**src/rtl/icache_pkg.sv**
```systemverilog
// Shared types and default widths for the instruction-cache controller.
package icache_pkg;

  localparam int unsigned DefDataWidth = 32;
  localparam int unsigned DefAddrWidth = 32;
  localparam int unsigned DefSize      = 128;

  typedef enum logic [2:0] {
    StInit,
    StIdle,
    StMemReq,
    StFill,
    StFlush
  } state_e;

endpackage

```
**src/rtl/icache_sweep_counter.sv**
```systemverilog
// Index generator for the invalidation sweep: counts 0..SIZE-1 while enabled,
// returns to 0 when idle, on restart, or after the last index.
module icache_sweep_counter #(
  parameter int unsigned  SIZE = 128,
  localparam int unsigned CW   = (SIZE > 1) ? $clog2(SIZE) : 1
) (
  input  logic          i_clock,
  input  logic          i_reset,
  input  logic          i_en,
  input  logic          i_restart,
  output logic [CW-1:0] o_count,
  output logic          o_last
);

  logic [CW-1:0] count_q, count_d;

  assign o_last  = (count_q == CW'(SIZE - 1));
  assign o_count = count_q;

  always_comb begin
    count_d = '0;
    if (i_en && !i_restart && !o_last) begin
      count_d = count_q + CW'(1);
    end
  end

  always_ff @(posedge i_clock or negedge i_reset) begin
    if (!i_reset) begin
      count_q <= '0;
    end else begin
      count_q <= count_d;
    end
  end

endmodule

```
**src/rtl/icache_controller.sv**
```systemverilog
// Instruction-cache controller: zero-cycle hits, blocking miss fill from backing
// memory, and a full invalidation sweep at reset and on flush.
module icache_controller
  import icache_pkg::*;
#(
  parameter int unsigned DATA_WIDTH = DefDataWidth,
  parameter int unsigned ADDR_WIDTH = DefAddrWidth,
  parameter int unsigned SIZE       = DefSize
) (
  input  logic                  i_clock,
  input  logic                  i_reset,
  input  logic                  i_rd,
  input  logic [ADDR_WIDTH-1:0] i_addr,
  input  logic                  i_flush,
  output logic [DATA_WIDTH-1:0] o_data,
  output logic                  o_ready,
  output logic                  o_busy,
  output logic [ADDR_WIDTH-1:0] o_set_addr,
  output logic                  o_set_wr,
  output logic                  o_set_cl,
  output logic [DATA_WIDTH-1:0] o_set_data,
  input  logic [DATA_WIDTH-1:0] i_set_data,
  input  logic                  i_set_hit,
  output logic                  o_mem_rd,
  output logic [ADDR_WIDTH-1:0] o_mem_addr,
  input  logic [DATA_WIDTH-1:0] i_mem_data,
  input  logic                  i_mem_ack
);

  localparam int unsigned CW = (SIZE > 1) ? $clog2(SIZE) : 1;

  state_e                  state_q, state_d;
  logic [ADDR_WIDTH-1:0]   addr_q, addr_d;
  logic [DATA_WIDTH-1:0]   data_q, data_d;
  logic                    flush_pend_q, flush_pend_d;
  logic                    sweeping;
  logic [CW-1:0]           sweep_count;
  logic                    sweep_last;

  assign sweeping = (state_q == StInit) || (state_q == StFlush);

  icache_sweep_counter #(
    .SIZE (SIZE)
  ) u_sweep (
    .i_clock   (i_clock),
    .i_reset   (i_reset),
    .i_en      (sweeping),
    .i_restart (i_flush),
    .o_count   (sweep_count),
    .o_last    (sweep_last)
  );

  always_comb begin
    state_d      = state_q;
    addr_d       = addr_q;
    data_d       = data_q;
    flush_pend_d = flush_pend_q;
    unique case (state_q)
      StInit, StFlush: begin
        // A flush mid-sweep restarts the counter and keeps us sweeping.
        if (!i_flush && sweep_last) state_d = StIdle;
      end
      StIdle: begin
        if (i_flush) begin
          state_d = StFlush;
        end else if (i_rd && !i_set_hit) begin
          addr_d  = i_addr;
          state_d = StMemReq;
        end
      end
      StMemReq: begin
        if (i_flush) flush_pend_d = 1'b1;
        if (i_mem_ack) begin
          data_d  = i_mem_data;
          state_d = StFill;
        end
      end
      StFill: begin
        if (flush_pend_q || i_flush) begin
          flush_pend_d = 1'b0;
          state_d      = StFlush;
        end else begin
          state_d = StIdle;
        end
      end
      default: state_d = StInit;
    endcase
  end

  always_comb begin
    o_data     = '0;
    o_ready    = 1'b0;
    o_busy     = 1'b0;
    o_set_addr = '0;
    o_set_wr   = 1'b0;
    o_set_cl   = 1'b0;
    o_set_data = '0;
    o_mem_rd   = 1'b0;
    o_mem_addr = '0;
    unique case (state_q)
      StInit, StFlush: begin
        o_busy     = 1'b1;
        o_set_cl   = 1'b1;
        o_set_addr = ADDR_WIDTH'(sweep_count);
      end
      StIdle: begin
        if (i_rd && !i_flush) begin
          o_set_addr = i_addr;
          if (i_set_hit) begin
            o_ready = 1'b1;
            o_data  = i_set_data;
          end
        end
      end
      StMemReq: begin
        o_mem_rd   = 1'b1;
        o_mem_addr = addr_q;
      end
      StFill: begin
        o_set_wr   = 1'b1;
        o_set_addr = addr_q;
        o_set_data = data_q;
        o_ready    = 1'b1;
        o_data     = data_q;
      end
      default: ;
    endcase
  end

  always_ff @(posedge i_clock or negedge i_reset) begin
    if (!i_reset) begin
      state_q      <= StInit;
      addr_q       <= '0;
      data_q       <= '0;
      flush_pend_q <= 1'b0;
    end else begin
      state_q      <= state_d;
      addr_q       <= addr_d;
      data_q       <= data_d;
      flush_pend_q <= flush_pend_d;
    end
  end

endmodule

```
**config.mk**
```make
export PLATFORM = sky130hd
export DESIGN_NAME = icache_controller
export DESIGN_NICKNAME = d
export VERILOG_FILES = /design/src/rtl/icache_pkg.sv /design/src/rtl/icache_sweep_counter.sv /design/src/rtl/icache_controller.sv
export SDC_FILE = /design/constraint.sdc
export NUM_CORES = 1
export LEC_CHECK = 0
export CAP_MARGIN = 10
export CORE_ASPECT_RATIO = 1.2
export CORE_UTILIZATION = 42
export CTS_CLUSTER_SIZE = 30
export DETAILED_ROUTE_END_ITERATION = 10
export GPL_TIMING_DRIVEN = 0
export PLACE_DENSITY = 0.87
export SYNTH_ARGS = -nofsm -noshare
export SYNTH_HDL_FRONTEND = slang
export SYNTH_HIERARCHICAL = 1
export SYNTH_SLANG_ARGS = --single-unit
```
**constraint.sdc**
```tcl
create_clock -name i_clock -period 3.55 [get_ports i_clock]
set_input_delay 0.8875 -clock i_clock [delete_from_list [all_inputs] [get_ports i_clock]]
set_output_delay 0.8875 -clock i_clock [all_outputs]
set_load 0.01 [all_outputs]
```
==> results of run 1 <==
[logic make-up after synthesis]
| kind of cell | count (synthesis) |
|---|---|
| AOI/OAI and AO/OA | 76 |
| xor gates and xnor gates | 3 |
| adders and majority gates | 1 |
| buffers and inverters | 32 |
| DFF | 75 |
| muxes | 64 |
| and+or+nand+nor | 104 |
[synthesized netlist by cell type (4+ instances only)]
cell type	n
nor2_1	11
o21ai_0	4
clkbuf_1	16
mux2_2	34
nand2b_1	4
a21o_1	33
and3_1	32
dfrtp_1	75
and2_1	40
a221o_1	8
buf_2	8
mux2_4	30
a22o_1	25
[power by group through the flow]
stage          Sequential [mW]  Combinational (mW)  Clock [mW]
2_1_floorplan             1.19               0.268           0
6_report                  1.23               0.463       0.997
3_3_place_gp              1.22               0.425           0
5_1_grt                   1.26               0.499        1.05
3_5_place_dp              1.24               0.455           0
4_1_cts                   1.23               0.464        1.02
[cell usage in the layout, fill, tap and decap left out, types with 9 or more instances in the layout]
cell type / instances
clkdlybuf4s50_1: 199
mux2_2: 34
dlygate4sd2_1: 33
a22o_1: 25
clkbuf_1: 10
buf_4: 12
mux2_4: 30
dfrtp_1: 75
nor2_1: 10
and2_1: 40
clkbuf_16: 9
a21o_1: 33
and3_1: 32
[layout make-up]
type	instances	area, um2	area share, %
plain buffers	29	220	3.09
clock buffers	11	253	3.55
clock inverters	5	75.1	1.05
inverters	3	11.3	0.158
multi-input cells	248	2150	30.1
flip-flops and latches	75	1880	26.3
well taps	123	154	2.16
repair buffers	243	2390	33.5
[worst max-delay path by stage]
stage / end / slack (ps) / depth (start not counted) / start
global placement: o_data[13] / -1150 / 6 / i_flush
floorplan: o_set_addr[2] / 740 / 4 / i_flush
finish: o_set_addr[21] / 90 / 6 / i_flush
CTS: o_set_addr[21] / 1 / 6 / i_flush
global route: o_set_addr[14] / 2 / 6 / i_flush
detailed placement: o_data[7] / -1150 / 6 / i_flush
[metrics by stage]
stage	setup TNS, ps	cells
4_1_cts	0	736
6_report	0	737
2_1_floorplan	0	355
3_3_place_gp	-129690	712
5_1_grt	0	737
3_5_place_dp	-53880	713
[registers in the layout, indices dropped and copies added, names as in the netlist]
register and flops:
addr_q 32, state_q 3, flush_pend_q 1, data_q 32, u_sweep/o_count 7
[repair_timing]
| item | 4_1_cts | 5_1_grt |
|---|---|---|
| cloned | 1 | 0 |
| gates resized for setup | 54 | 6 |
| endpoints found under the setup margin | 65 | 39 |
| pin swaps | 1 | 2 |
| setup buffers | 6 | 1 |
[metal layers]
| layer | global-route usage (%) | routed length, um | up-vias |
|---|---|---|---|
| li1 | - | - | 1795 |
| met1 | 30.5 | 5260 | 1856 |
| met2 | 48.4 | 7050 | 178 |
| met3 | 6.58 | 999 | 15 |
| met4 | 9.85 | 237 | 0 |
| met5 | 0 | 0 | - |
[critical path: stages]
cell and delay (ps):
dlygate4sd2_1 300, nand2b_4 200, nor3_4 220, buf_4 230
a22o_1 180, clkdlybuf4s50_1 550
==> results.yml, run 1 <==
status:
  status: "completed"
layout:
  areaGrowthSynthToFinish_pct: 70.6
  drive_gt1_share_pct: 19.1
  final_nets: 712
  n_fill_cell: 670
  fin_util_pct: 74.1
  antenna_cells: 0
  final_area_um2: 7130
power:
  powerDensity_nw_per_um2: 377
  p_sw_mw: 0.625
  pwr-share-comb_pct: 17.2
  p_int_mw: 2.07
  share_seq_of_total_power_pct: 45.7
  p_sw_share_pct: 23.2
  power_frac_clock_pct: 37.1
  p_leak_nw: 3.64
  total_power_mw: 2.69
  ir_drop_mv: 0.309
synthesis:
  syn_area_um2: 4180
  ys_types: 35
  ys.flop_type: "dfrtp_1"
  yosysWarningCount: 6
  syn_avg_cell_area_um2: 11.8
  synth_top_family_by_area: "multiplexers"
  synth-simple-area-share_pct: 15.1
  synth_seq_area_share_pct: 44.9
  synth_area_leader_cell: "dfrtp_1"
  synth-edff-count: 0
  synth-compound-area-share_pct: 14.6
  ys_ff_latch: 75
  synth_fa_ha_area_share_pct: 0.299
  syn_nets: 458
  synth_cells: 355
  async_reset_ff_share_pct: 100
  synthTopCellsByArea: "dfrtp_1, mux2_4, mux2_2"
  muxShareOfSynthArea_pct: 19.9
  synthXorXnorAreaFrac_pct: 0.629
  synth_top_area_share_pct: 44.9
sta:
  rsz0062_at_grt: "false"
  max_freq_mhz: 289
  finalSetupViolations: 0
  fin_crit_sh_pct: 97.4
  hold_viol_final: 0
  finalCriticalPeriod_ps: 3460
  skew_ps: 5.58
  max-slew-margin-rel_pct: 59.5
  finalMaxSlewViolations: 0
  worst_hold_slack_ps: 418
  tightest_slew_ps: 605
  setup_slack_ps: 93.5
flow_run:
  cap_violations: 0
drt:
  drt_iter0_drc: 142
  vias: 3844
  antenna_left: 0
  via_per_inst: 5.22
  wire_per_inst_um: 18.4
  drt-pass1-iter-count: 4
  finalWirelength_um: 13600
  drc: 0
place:
  dp_hpwl_um: 10300
  io_buffers: 234
  place_ws_ps: -1150
  dpl_cell_area_um2: 6700
  gp_congestion: 0.837
clock_tree:
  hold_buffers: 0
  cts_tree: "done"
  cts_buffers: 9
  clk_path_buf_depth: 2
  ctsHtreeMaxLevel: 3
  cts-root-buf: "clkbuf_16"
  cts.sinks: 75
  clock_latency_ps: 340
  clkTransAtPathRegs_ps: 50
floorplanning:
  die_y_um: 111
  rows: 39
  core_area_um2: 9610
  die_area_um2: 10400
  ioPinCount: 235
  die_x_um: 93.0
  initial_core_util_pct: 43.5
grt:
  grt_max_degree: 60
  overflow: 0
  antenna_found_initial: 0
  grt_pass1_vias: 4084
  grt_pass1_wl_um: 21300
  grt_usage_pct: 27.0
worst_hold_path:
  hold_class: "in -> async"
worst_setup_path:
  cp_max_fo: 10
  criticalPathCategory: "in -> out"
  reg2reg_setup_slack_ps: 1590
  r2r-end: "data_q[14]"
  cp-end-kind: "primary output"
  reg2reg_from: "state_q[2]"
  cp-start-kind: "primary input"
  arrival_ps: 2570
  required_ps: 2660
  rr_worst_depth: 5
Note: power is estimated with default switching activity, not from simulation.
==> run 2: changes to the inputs <==
--- a/config.mk
+++ b/config.mk
@@ -11,6 +11,7 @@
 export CTS_CLUSTER_SIZE = 30
 export DETAILED_ROUTE_END_ITERATION = 10
 export GPL_TIMING_DRIVEN = 0
+export MAX_ROUTING_LAYER = met4
 export PLACE_DENSITY = 0.87
 export SYNTH_ARGS = -nofsm -noshare
 export SYNTH_HDL_FRONTEND = slang
==> run 2 against run 1 <==
  * Sequential share of layout area unchanged
  * Design area unchanged
  * Clock skew decreased by 1.6 ps
  * Non-clock buffer count unchanged
  * Register-to-register slack improved by 40 ps
  * Critical path depth unchanged
  * Utilization unchanged
  * Sequential power about the same
  * Critical endpoint unchanged
  * Largest power group unchanged
==> results.yml, run 2 (same netlist as run 1, synthesis figures left out) <==
layout:
  drive_gt1_share_pct: 19.1
  areaGrowthSynthToFinish_pct: 70.6
  final_area_um2: 7130
  final_nets: 712
  seq_area_um2: 1880
  antenna_cells: 0
  n_fill_cell: 670
  final_cell_mix: "clkdlybuf4s50_1, dfrtp_1, and2_1, mux2_2"
  layoutNonFillerInstCount: 737
  multiInputGateArea_um2: 2150
  final_common_cell: "clkdlybuf4s50_1"
sta:
  finalCriticalPeriod_ps: 3450
  finalMaxSlewViolations: 0
  worst_hold_slack_ps: 418
  fin_crit_sh_pct: 97.1
  max_freq_mhz: 290
  skew_ps: 3.96
  max-slew-margin-rel_pct: 59.2
  tightest_slew_ps: 610
  finalSetupViolations: 0
  hold_viol_final: 0
  rsz0062_at_grt: "false"
  finalSetupTns_ps: 0
floorplanning:
  initial_core_util_pct: 43.5
  die_y_um: 111
  die_x_um: 93.0
  ioPinCount: 235
  die_area_um2: 10400
  core_area_um2: 9610
  rows: 39
grt:
  antenna_found_initial: 0
  overflow: 0
  grt_usage_pct: 27.8
  grt_pass1_wl_um: 21300
  grt_pass1_vias: 4094
  grt_max_degree: 60
clock_tree:
  ctsHtreeMaxLevel: 3
  clk_path_buf_depth: 2
  cts-root-buf: "clkbuf_16"
  clock_latency_ps: 340
  cts_buffers: 9
  cts_tree: "done"
  clkTransAtPathRegs_ps: 50
  cts.sinks: 75
status:
  status: "completed"
worst_setup_path:
  required_ps: 2660
  reg2reg_setup_slack_ps: 1630
  cp-end-kind: "primary output"
  arrival_ps: 2560
  criticalPathCategory: "in -> out"
  cp_max_fo: 10
  cp-start-kind: "primary input"
drt:
  antenna_left: 0
  drt-pass1-iter-count: 4
  drc: 0
  via_per_inst: 5.25
  finalWirelength_um: 13500
  vias: 3866
  drt_iter0_drc: 142
  wire_per_inst_um: 18.4
worst_hold_path:
  hold_class: "in -> async"
place:
  io_buffers: 234
  dp_hpwl_um: 10300
  gp_congestion: 0.850
  place_inst: 713
  dpl_cell_area_um2: 6700
power:
  total_power_mw: 2.69
  ir_drop_mv: 0.309
  p_leak_nw: 3.64
  powerDensity_nw_per_um2: 378
flow_run:
  cap_violations: 0
[run 2: final timing paths]
| path | from | end | depth (start not counted) |
|---|---|---|---|
| max in group asynchronous | i_reset | data_q[18] | 2 |
| hold / removal | i_reset | addr_q[7] | 1 |
| setup reg to reg | state_q[2] | data_q[20] | 5 |
| hold reg to reg | data_q[1] | data_q[1] | 1 |
| min in group i_clock | data_q[1] | data_q[1] | 1 |
| setup / recovery | i_flush | o_set_addr[21] | 6 |
[run 2: area by class of cell]
| cell class | instances | area share [%] |
|---|---|---|
| clock inverter | 5 | 1.05 |
| timing repair buffer | 243 | 33.5 |
| tap | 123 | 2.16 |
| inverter | 3 | 0.158 |
| buffer | 29 | 3.09 |
| clock buffer | 11 | 3.55 |
| sequential | 75 | 26.3 |
| multi-input combinational | 248 | 30.1 |
[run 2: report_power, final]
part / internal [mW] / leakage, nW / switching [mW] / total [mW]
Combinational: 0.315 / 2.51 / 0.148 / 0.463
Sequential: 1.10 / 0.971 / 0.129 / 1.23
Clock: 0.650 / 0.165 / 0.350 / 0.999
[run 2: critical path, cell delays in order]
cell             delay, ps
dlygate4sd2_1          290
nand2b_4               200
nor3_4                 220
buf_4                  230
a22o_1                 190
clkdlybuf4s50_1        550
[run 2: timing repair]
| item | CTS | global route |
|---|---|---|
| pin swaps | 1 | 2 |
| gates cloned | 1 | 0 |
| setup buffers | 6 | 1 |
| setup endpoints to repair | 65 | 39 |
| gates resized for setup | 54 | 6 |
| hold buffers | 0 | 0 |
[run 2: per-stage QoR]
step	utilization [%]	setup slack, ps
final	74.1	102
after global routing	74.1	2.20
after CTS	74.0	1.07
after detailed placement	69.7	-1150
after global placement	69.4	-1150
after floorplan	-	745
[run 2: layer usage]
metal	vias to the layer above	part of all wire [%]	track usage, %
met1	1866	40	31.2
li1	1795	-	-
met2	187	52	48.3
met4	0	1.8	9.85
met3	18	6.7	5.62
met5	-	0	-
==> variant 1, RTL diff (settings of run 2) <==
Change the package constant `DefAddrWidth` from 32 to 28.
--- a/src/rtl/icache_pkg.sv
+++ b/src/rtl/icache_pkg.sv
@@ -2,7 +2,7 @@
 package icache_pkg;
 
   localparam int unsigned DefDataWidth = 32;
-  localparam int unsigned DefAddrWidth = 32;
+  localparam int unsigned DefAddrWidth = 28;
   localparam int unsigned DefSize      = 128;
 
   typedef enum logic [2:0] {
Ports: changed (resized i_addr, o_mem_addr and o_set_addr); port bits go from 235 to 223. No check against the original RTL was run, so the function may have changed too.
==> variant 1 against run 2 <==
- critical path depth stayed put
- final cell count is 4.5% lower
- synthesized area is 6.5% lower
- total power is 18% lower
- critical path type unchanged
- setup slack worse by 0.030 ns
- sequential cell count is 4 lower
- maximum frequency is 0.86% lower
- design area is 8.0% lower
- largest cell class unchanged
- wire length is 7.6% lower
- core utilization is 1.6 points lower
- sequential power is 5% lower
==> variant 1: results (changes against run 2) <==
- Hpwl dp: 9.26 mm (-9.7%)
- Maximum vdd ir drop: 0.000300 V (-3.0%)
- Total wire length: 12.5 mm (-7.6%)
- Clk. pwr: 0.000597 W (-40%)
- P_seq: 0.00117 W (-5%)
- Compound-Gate Fraction of Synth Area: 14.7% (+0.12 points)
- Nets: 678 (-4.8%)
- Post-DR vias/cell: 5.25 (+0.17%)
- Post-synthesis mux area share: 19.2% (-0.72 points)
- Syn nets: 436 (-4.8%)
- Reg-to-Reg Start: state_q[0]
- Family with the most delay on the worst path: buffers and inverters
- Hold endpoint: data_q[28]
- CTS root buffer: clkbuf_8
- P per Cell Area: 335 mW/mm^2 (-11%)
- Placed Area: 0.00627 mm^2 (-6.3%)
- Vias in the first global route: 3793 (-7.4%)
- 1st-pass router iterations: 4 (unchanged)
- Number of flip-flops in the largest register: 32
- Clock Skew: 0.0107 ns (+0.00679 ns)
- Pint: 0.00163 W (-21%)
- Drt first-iter violations: 185 (+30%)
- Fill count: 659 (-1.6%)
- Largest Register: data_q
- Lkg Pwr: 3.36 nW (-7.7%)
- All-Layer GR Usage: 26.5% (-1.3 points)
- Distinct cells, synth: 34 (-2.9%)
- Synth top area cells: dfrtp_1 45%, mux2_2 12%, mux2_4 7.7%
- Global-route wire length before repair: 19.5 mm (-8.7%)
- Worst min-delay path class: reg -> reg
- Sequential fraction of the synthesis area: 45.5% (+0.57 points)
- Slowest-stage cell, CP: clkdlybuf4s50_1
- Placer Congestion: 0.838 (-1.5%)
- Xor/xnor cell area share of the yosys netlist: 0.673% (+0.044 points)
- IO buf count: 222 (-5.1%)
- Reg2reg setup slack: 1.58 ns (-0.05 ns)
- Synth cell count leaders: 71 x dfrtp_1, 40 x mux2_2, 36 x and2_1
- H-tree Lvls: 3 (unchanged)
- Syn_area_per_cell: 11.6 um^2 (-1.5%)
- Status: complete, no violations
- Critical R2R Capture: data_q[27]
- Final Hold Slack: 0.502 ns (+0.0834 ns)
- Vias: 3699 (-4.3%)
- Relative slew slack: 39.8% (-19 points)
- Largest net degree at the start of global routing: 72 (+20%)
- CP max stage delay: 0.57 ns (+0.02 ns)
- Crit path DAT: 2.59 ns (+0.03 ns)
- Layout cell share with drive strength beyond 1: 19.2% (+0.12 points)
- Adder-Cell Fraction of Synth Area: 0.320% (+0.021 points)
- Synthesis Warnings: 6 (unchanged)
==> variant 1: cell types whose count changed after synthesis, sizes merged <==
cell,delta
dfrtp,-4
a22o,-4
and2,-4
mux2,-4
buf,-2
==> variant 1: how the worst max path moves through the flow <==
stage | startpoint | to | slack [ns]
after global routing | i_set_hit | o_data[1] | -0.02
after detailed placement | i_flush | o_data[23] | -0.88
after floorplan | i_flush | o_set_addr[10] | 0.71
after CTS | i_set_hit | o_data[24] | 0.004
after global placement | i_reset | data_q[30] | -0.86
final | i_flush | o_set_addr[17] | 0.07
==> variant 1: cell families after synthesis <==
logic type	after synthesis
adders and majority gates	1
and+or+nand+nor	100
xor gates and xnor gates	3
buffers and inverters	30
DFF	71
muxes	60
AOI/OAI and AO/OA	72
==> variant 1: cell type report <==
class,instances,area share [%]
repair buffers,231,34.4
multi-input cells,236,30.6
flip-flops and latches,71,27.1
plain buffers,27,2.62
clock buffers,11,2.31
well taps,120,2.29
clock inverters,5,0.496
inverters,3,0.172
==> variant 1: what timing repair did <==
| action | 4_1_cts | 5_1_grt |
|---|---|---|
| endpoints found under the setup margin | 65 | 39 |
| hold endpoints to repair | 0 | 0 |
| cloned | 1 | 0 |
| pin swaps | 2 | 0 |
| setup buffers | 6 | 2 |
| gates resized for setup | 48 | 10 |
==> variant 1: through the flow <==
stage | power (W) | worst slack [ns]
floorplan | 0.00140 | 0.715
global placement | 0.00157 | -0.857
CTS | 0.00221 | 0.00418
detailed placement | 0.00161 | -0.880
finish | 0.00220 | 0.0718
global route | 0.00232 | -0.0155
==> variant 1: metal layers <==
metal | up-vias | global-route usage (%) | part of all wire (%)
met2 | 124 | 47.2 | 54
met3 | 13 | 3.39 | 3.4
li1 | 1709 | - | -
met4 | 0 | 8.87 | 1.5
met5 | - | - | 0
met1 | 1853 | 30.9 | 41
==> variant 2, RTL diff (flow settings as in run 2) <==
Without the edit above. Encoding of `state_e`: now Gray code (3 bits for 5 states).
--- a/src/rtl/icache_pkg.sv
+++ b/src/rtl/icache_pkg.sv
@@ -6,11 +6,11 @@
   localparam int unsigned DefSize      = 128;
 
   typedef enum logic [2:0] {
-    StInit,
-    StIdle,
-    StMemReq,
-    StFill,
-    StFlush
+    StInit   = 3'b000,
+    StIdle   = 3'b001,
+    StMemReq = 3'b011,
+    StFill   = 3'b010,
+    StFlush  = 3'b110
   } state_e;
 
 endpackage
Formal check against the unedited RTL: same outputs for any inputs over 10 cycles, from zero or initial values and one cycle with i_reset low; not proved beyond that.
==> variant 2 against run 2 <==
- synthesized cell count up 2.0%
- maximum frequency is 0.77% lower
- setup slack worse by 0.027 ns
- wire length grew 0.72%
- synthesized area increased by 0.96%
- critical path depth did not move
- core utilization shrank 0.83 points
- design area down 0.61%
- sequential cell count did not move
- clock skew increased by 0.0013 ns
- die area increased by 0.94%
Power is not compared: it rests on default switching activity, and its combinational part moved more than twofold at a synthesized area within 25%.
==> variant 2: results (changes against run 2) <==
- Status: complete, no violations
- Clock Skew: 0.00530 ns (+0.00134 ns)
- Compound-Gate Fraction of Synth Area: 14.8% (+0.22 points)
- Fin crit share: 97.9% (+0.75 points)
- Syn nets: 465 (+1.5%)
- Worst r2r path cells: 6 (+1)
- Placed Cells incl. Taps: 720 (+0.98%)
- All-Layer GR Usage: 27.0% (-0.81 points)
- Relative slew slack: 53.0% (-6.2 points)
- M1 WL: 5.35 mm (-0.26%)
- Xor/xnor cell area share of the yosys netlist: 1.04% (+0.41 points)
- Grt met1 use: 29.9% (-1.3 points)
- 1st-pass router iterations: 6 (+2)
- Adder-Cell Fraction of Synth Area: 0.297% (-0.0028 points)
- Placer Congestion: 0.890 (+4.7%)
- Placement Setup Slack: -0.628 ns (+0.527 ns)
- Distinct cells, synth: 38 (+8.6%)
- # resized after CTS: 46 (-15%)
- Vias in the first global route: 3963 (-3.2%)
- Routing usage on met3: 8.74% (+3.1 points)
- Nets: 711 (-0.14%)
- Hpwl dp: 10.5 mm (+2.4%)
- CP endpoint: o_set_addr[13]
- Largest net degree at the start of global routing: 45 (-25%)
- Crit path DAT: 2.59 ns (+0.03 ns)
- Critical R2R Capture: u_sweep/o_count[5]
- Sequential fraction of the synthesis area: 44.5% (-0.43 points)
- Metal3 WL: 1.20 mm (+32%)
- Reg2reg setup slack: 1.44 ns (-0.19 ns)
- Met2 WL: 6.79 mm (-3.4%)
- GR Util met2: 45.6% (-2.7 points)
- Layout cell share with drive strength beyond 1: 18.4% (-0.62 points)
- CP startpoint: i_rd
- Synth cell count leaders: 75 x dfrtp_1, 65 x and2_1, 35 x mux2_2
- Final Hold Slack: 0.496 ns (+0.0773 ns)
- Wire length per cell: 18.5 um (+0.86%)
- Total wire length: 13.6 mm (+0.72%)
- Postcts setup bufs: 0 (-6)
- Drt first-iter violations: 129 (-9.2%)
- Synth Instances: 362 (+2.0%)
- Placed Area: 0.00674 mm^2 (+0.60%)
- Ant diodes: 0 (unchanged)
- Vias: 3786 (-2.1%)
- Highest Signal Layer: met4
- Synth top area cells: dfrtp_1 44%, mux2_4 11%, and2_1 9.6%
- Global-route wire length before repair: 20.8 mm (-2.4%)
- Post-synthesis mux area share: 20.3% (+0.31 points)
- Fill count: 681 (+1.6%)
- Slowest-stage cell, CP: clkdlybuf4s50_1
[variant 2: cell count changes after synthesis, moves of 5 or more]
cell	run 2	this run
a222oi_1	0	7
and3_1	32	1
a221o_1	8	0
clkbuf_1	16	9
buf_6	1	6
inv_1	3	11
and2_1	40	65
[variant 2: report_power, final]
group / total, W / internal, W / switching (W) / leakage, nW
sequential: 0.000862 / 0.000858 / 0.00000365 / 1.04
combinational: 0.000161 / 0.000112 / 0.0000494 / 2.46
clock: 0.000934 / 0.000599 / 0.000336 / 0.155
[variant 2: layout make-up]
| cell class | count | area (um^2) | share of cell area (%) |
|---|---|---|---|
| Sequential cell | 75 | 1880 | 26.5 |
| Clock buffer | 12 | 267 | 3.76 |
| Multi-Input combinational cell | 247 | 2130 | 30.1 |
| Tap cell | 123 | 154 | 2.17 |
| Timing Repair Buffer | 235 | 2350 | 33.1 |
| Inverter | 11 | 41.3 | 0.583 |
| Clock inverter | 4 | 47.5 | 0.671 |
| Buffer | 29 | 216 | 3.06 |
